===== config.mk =====
export PLATFORM = sky130hd
export DESIGN_NAME = ser2par_rx
export DESIGN_NICKNAME = d
export VERILOG_FILES = /design/src/rtl/ser2par_rx.sv
export SDC_FILE = /design/constraint.sdc
export NUM_CORES = 1
export LEC_CHECK = 0
export ABC_CLOCK_PERIOD_IN_PS = 1540
export BUFFER_PORTS_ARGS = -buffer_cell sky130_fd_sc_hd__buf_2
export CAP_MARGIN = 10
export CORE_AREA = 2 2 39 41
export CTS_CLUSTER_DIAMETER = 100
export DETAILED_ROUTE_END_ITERATION = 8
export DIE_AREA = 0 0 41 43
export PLACE_DENSITY = 0.78
export SLEW_MARGIN = 20
export SYNTH_ARGS = -nofsm -noshare
export SYNTH_HDL_FRONTEND = slang
export SYNTH_SLANG_ARGS = --single-unit
export TNS_END_PERCENT = 30

===== constraint.sdc =====
create_clock -name clock -period 1.54 [get_ports clock]
set_input_delay 0 -clock clock [delete_from_list [all_inputs] [get_ports clock]]
set_output_delay 0 -clock clock [all_outputs]
set_load 0.005 [all_outputs]

===== src/rtl/ser2par_rx.sv =====
// Serial-to-parallel receiver: frames WORD_SIZE LSB-first bits after a frame_start marker
// and hands the completed word to a valid/ready output register.
module ser2par_rx #(
    parameter int WORD_SIZE = 4,
    parameter int CNT_W     = $clog2(WORD_SIZE + 1)
) (
    input  logic                 clock,
    input  logic                 reset,
    input  logic                 ser_in,
    input  logic                 ser_valid,
    input  logic                 frame_start,
    output logic [WORD_SIZE-1:0] par_out,
    output logic                 par_valid,
    input  logic                 par_ready,
    output logic                 busy,
    output logic                 frame_err,
    output logic                 overrun_err
);

    localparam logic [0:0]       IDLE     = 1'b0;
    localparam logic [0:0]       SHIFT    = 1'b1;
    localparam logic [CNT_W-1:0] LAST_CNT = CNT_W'(WORD_SIZE - 1);

    // The lowest shift-register bit would be shifted out before it is ever used,
    // so only the upper WORD_SIZE-1 bits are kept.
    logic [0:0]           state_q, state_d;
    logic [WORD_SIZE-2:0] sreg_q, sreg_d;
    logic [CNT_W-1:0]     cnt_q, cnt_d;
    logic [WORD_SIZE-1:0] parOut_q, parOut_d;
    logic                 parValid_q, parValid_d;
    logic                 frameErr_q, frameErr_d;
    logic                 overrunErr_q, overrunErr_d;
    logic [WORD_SIZE-1:0] loadWord;
    logic                 complete;

    assign loadWord = {ser_in, sreg_q};

    always_comb begin
        state_d    = state_q;
        sreg_d     = sreg_q;
        cnt_d      = cnt_q;
        frameErr_d = 1'b0;
        complete   = 1'b0;
        if (ser_valid) begin
            if (frame_start) begin
                state_d    = SHIFT;
                sreg_d     = loadWord[WORD_SIZE-1:1];
                cnt_d      = CNT_W'(1);
                frameErr_d = (state_q == SHIFT);
            end else if (state_q == SHIFT) begin
                sreg_d = loadWord[WORD_SIZE-1:1];
                cnt_d  = cnt_q + CNT_W'(1);
                if (cnt_q == LAST_CNT) begin
                    complete = 1'b1;
                    state_d  = IDLE;
                    cnt_d    = '0;
                end
            end
        end
    end

    // A completing word may replace a held one only if the consumer takes the old one this edge.
    always_comb begin
        parOut_d     = parOut_q;
        parValid_d   = parValid_q;
        overrunErr_d = overrunErr_q;
        if (complete) begin
            if (!parValid_q || par_ready) begin
                parOut_d   = loadWord;
                parValid_d = 1'b1;
            end else begin
                overrunErr_d = 1'b1;
            end
        end else if (parValid_q && par_ready) begin
            parValid_d = 1'b0;
        end
    end

    always_ff @(posedge clock) begin
        if (reset) begin
            state_q      <= IDLE;
            sreg_q       <= '0;
            cnt_q        <= '0;
            parOut_q     <= '0;
            parValid_q   <= 1'b0;
            frameErr_q   <= 1'b0;
            overrunErr_q <= 1'b0;
        end else begin
            state_q      <= state_d;
            sreg_q       <= sreg_d;
            cnt_q        <= cnt_d;
            parOut_q     <= parOut_d;
            parValid_q   <= parValid_d;
            frameErr_q   <= frameErr_d;
            overrunErr_q <= overrunErr_d;
        end
    end

    assign par_out     = parOut_q;
    assign par_valid   = parValid_q;
    assign busy        = (state_q == SHIFT);
    assign frame_err   = frameErr_q;
    assign overrun_err = overrunErr_q;

endmodule


==> results.txt <==
- In this run the standard cell core region covers 1380 um^2.
* Number of nets in the layout: 85
- After synthesis the cells add up to 598 um^2.
* Highest clock frequency the design can meet: 727 MHz
- H-tree depth: 1
- Of the total power, combinational logic draws 0.074.
* Fraction of layout cells with a size suffix above 1: 0.260
- Count of different cell masters after synthesis: 20
- Routability-driven placement congestion ratio: 0.716
* Yosys reg bits: 14
* Final sum of negative setup slack: 0 ps
* YS warnings: 0
* Min cycle time layout: 1370 ps
- P_int: 539 uW
* Number of buffers created by CTS: 3
- The number of antenna diodes in the final layout is 0.
* Maximum number of pins on one net before global-route repair: 20
* CTS Buffer Depth: 2
- The number of global-route vias before repair is 379.
- Dividing total power by cell area gives a power density of 951 nW/um^2.
- Number of endpoints failing setup at the final stage: 0
- In this run the critical register-to-register path is launched from cnt_q[0].
- For the worst-skew pair, the clock arrives at the later sink with an insertion delay of approximately 280 ps.
- Cell at the root of the clock tree: sky130_fd_sc_hd__clkbuf_4
- Wire length of the first global-routing pass: 1.68 mm
- Layout-stage area growth over the synthesis result: 22.4%
* Clock Sinks: 14
* Final routed wirelength across all metal layers: ~1.1 mm
- The HPWL after detailed placement is 731 um.
- Summing all placed instances gives a cell area of 676 um^2.
- Of the total power, the share spent switching nets is 0.226.
- Critical path required time: 1750 ps
* Initial antenna violation count: 0
- The worst register-to-register path ends at par_out[2].
- Worst vdd rail ir drop: approximately 450 uV
- The detailed router finished its first iteration with 8 violations.
* Worst-case clock skew: 2.43 ps
- Across all hold checks on the routed design, the worst slack comes to 50.8 ps.
* Post-cts resize count: 0
- Library cell contributing the largest single delay on the critical path: sky130_fd_sc_hd__nor4_4
* Number of cells produced by synthesis: 60
* Kind of critical path: reg2reg
* Part of the power in registers: 0.540
- Broken down by cell family, the worst path's largest delay share belongs to simple AND/OR/NAND/NOR gates.
- For the pin with the worst max-slew slack, the measured transition is 451 ps.
- Share of the yosys chip area belonging to registers: 0.469
- A synthesized cell averages 9.97 um^2.
- Max transition margin: 0.698
- Clock share of power: 0.386
- Critical Path, Cell by Cell: ha_1 -> nand2b_1 -> nor4_4 -> mux2i_1
- Pleak: 0.000314 uW
* Length of the first detailed-routing pass in iterations: 4
- Post-detailed-route wirelength per cell: roughly 11 um
- The tool flagged a number of max-cap violations equal to 0.
- Hold Path Cell Cnt: 2
- Number of pins exceeding their max-slew limit in the final report: 0
* End of the worst hold path: frame_err
- Measured along the y axis, the die boundary spans between 40 and 50 um.
- Core occupancy in the finished layout: 0.529
* Antenna viol nets, final: 0
- Counting cells, the worst reg-to-reg path comes to 4.
- Setup repair after global routing left no endpoint under its margin.
- In this run the count of I/O pins placed on the die edge is 14.
- STA classifies the critical path endpoint as a register.
* Part of the cycle the worst path needs: 0.893
- Worst Path Buf+Inv: 0
* R2R Setup Slk: 170 ps
- In this run the power spent charging and discharging nets is 157 uW.
- The startpoint identified for the worst hold timing path is frame_start.
* CP max stage delay: 390 ps
* Aggregate global-route resource usage: 0.148
* Highest net fanout along the worst path: 4
- I/O Buffers: 13
- Summed over all layers, the global routing overflow is 0.
- The finished cells cover around 730 um^2.
- # Post-CTS Setup Buffers: 0
- The run finished with clean final reports.
* Arrival time at the worst endpoint: 1590 ps
- Starting density of the core: 0.432
* Vias per std cell: 5.00
- After clock tree synthesis, the clock-pin slew on the worst setup and hold paths is 90 ps.
- The worst hold path belongs to the class in2reg.
- CTS tree: yes
- # rows: 14
- STA classifies the critical path startpoint as a register.
- Counting every net in the synthesized netlist gives 67.
* Horizontal extent of the die: 41 um
* Number of endpoints with negative hold slack in the final report: 0
- Area of the die: 1760 um^2
* Via count: between 400 and 500
- After detailed routing, the number of remaining DRC violations is 0.
## layer usage
layer  GRT usage  part of all wire  vias to the layer above
met2       0.197              0.45                       18
met5           0                 0                        -
met1       0.195              0.48                      205
li1            -                 -                      240
met3      0.0785             0.071                        2
met4      0.0600            0.0038                        0
## state kept, by name, indices dropped and copies added (netlist names)
signal and flops:
par_valid 1, sreg_q 3, frame_err 1, par_out 4
cnt_q 3, busy 1, overrun_err 1
## worst max path at each step
stage,start,slack [ps],to,cells past startpoint
after floorplan,cnt_q[0],290,par_out[0],4
after global placement,cnt_q[0],220,par_out[1],4
after detailed placement,cnt_q[0],150,par_out[1],4
after CTS,cnt_q[0],150,par_out[1],4
after global routing,cnt_q[0],40,par_out[1],4
final,cnt_q[0],170,par_out[2],4
## repair_timing
item / 4_1_cts / 5_1_grt
hold buffers: 2 / 0
endpoints found under the hold margin: 3 / 0
endpoints found under the setup margin: 0 / 0
## layout by cell type, fill, tap and decap left out
master                          Yosys  final
sky130_fd_sc_hd__dfxtp_1           14     14
sky130_fd_sc_hd__buf_2              0     13
sky130_fd_sc_hd__nand2b_1          10     10
sky130_fd_sc_hd__mux2i_1            7      7
sky130_fd_sc_hd__nor2_1             7      7
sky130_fd_sc_hd__clkbuf_4           0      3
sky130_fd_sc_hd__a22oi_1            2      2
sky130_fd_sc_hd__a31oi_1            2      2
sky130_fd_sc_hd__nand3b_1           2      2
sky130_fd_sc_hd__nor2b_1            2      2
sky130_fd_sc_hd__a21oi_1            2      2
sky130_fd_sc_hd__dlygate4sd3_1      0      2
sky130_fd_sc_hd__o21ai_1            1      1
sky130_fd_sc_hd__and3b_2            1      1
sky130_fd_sc_hd__inv_1              1      1
sky130_fd_sc_hd__or2b_1             1      1
sky130_fd_sc_hd__nand2_2            1      1
sky130_fd_sc_hd__o21ai_0            1      1
sky130_fd_sc_hd__nor4_4             1      1
sky130_fd_sc_hd__a21o_1             1      1
sky130_fd_sc_hd__nor3b_1            1      1
sky130_fd_sc_hd__ha_1               1      1
sky130_fd_sc_hd__clkbuf_8           0      1
## through the flow
step,instances,total power [uW],setup slack (ps)
finish,93,696,165
global route,93,734,36.0
CTS,93,708,146
detailed placement,87,432,154
global placement,87,431,215
floorplan,60,414,295
## kinds of logic (layout without fill, tap and decap cells)
logic type	Yosys count	in the layout	synth area share
AO/OA/AOI/OAI	9	9	0.0920
flip-flops	14	14	0.469
buffers and inverters	3	20	0.0188
multiplexers	7	7	0.117
adder cells (fa/ha/maj)	1	1	0.0209
AND/OR/NAND/NOR	26	26	0.282
## Yosys cell counts
cell	n	area, um^2
sky130_fd_sc_hd__nor2b_1	2	12.5
sky130_fd_sc_hd__o21ai_0	1	5.00
sky130_fd_sc_hd__and3b_2	1	10.0
sky130_fd_sc_hd__clkbuf_1	2	7.51
sky130_fd_sc_hd__mux2i_1	7	70.1
sky130_fd_sc_hd__a22oi_1	2	15.0
sky130_fd_sc_hd__or2b_1	1	7.51
sky130_fd_sc_hd__inv_1	1	3.75
sky130_fd_sc_hd__nor3b_1	1	7.51
sky130_fd_sc_hd__nand2b_1	10	62.6
sky130_fd_sc_hd__dfxtp_1	14	280
sky130_fd_sc_hd__ha_1	1	12.5
sky130_fd_sc_hd__a21oi_1	2	10.0
sky130_fd_sc_hd__a21o_1	1	7.51
sky130_fd_sc_hd__nand3b_1	2	15.0
sky130_fd_sc_hd__o21ai_1	1	5.00
sky130_fd_sc_hd__nor2_1	7	26.3
sky130_fd_sc_hd__nand2_2	1	6.26
sky130_fd_sc_hd__a31oi_1	2	12.5
sky130_fd_sc_hd__nor4_4	1	21.3
## area by class of cell
cell class	count	area, um^2
sequential	14	280
timing repair buffer	15	85.1
multi-input combinational	43	307
inverter	1	3.75
clock buffer	4	36.3
fill	133	652
tap	16	20.0
## power by group through the flow
stage                     sequential (uW)  clock (uW)  combinational, uW
after global routing                  377         298               58.5
after CTS                             376         280               51.8
after floorplan                       384           0               30.5
after global placement                384           0               47.2
after detailed placement              384           0               47.7
final                                 376         269               51.4
Power figures use the tool's default switching activity.
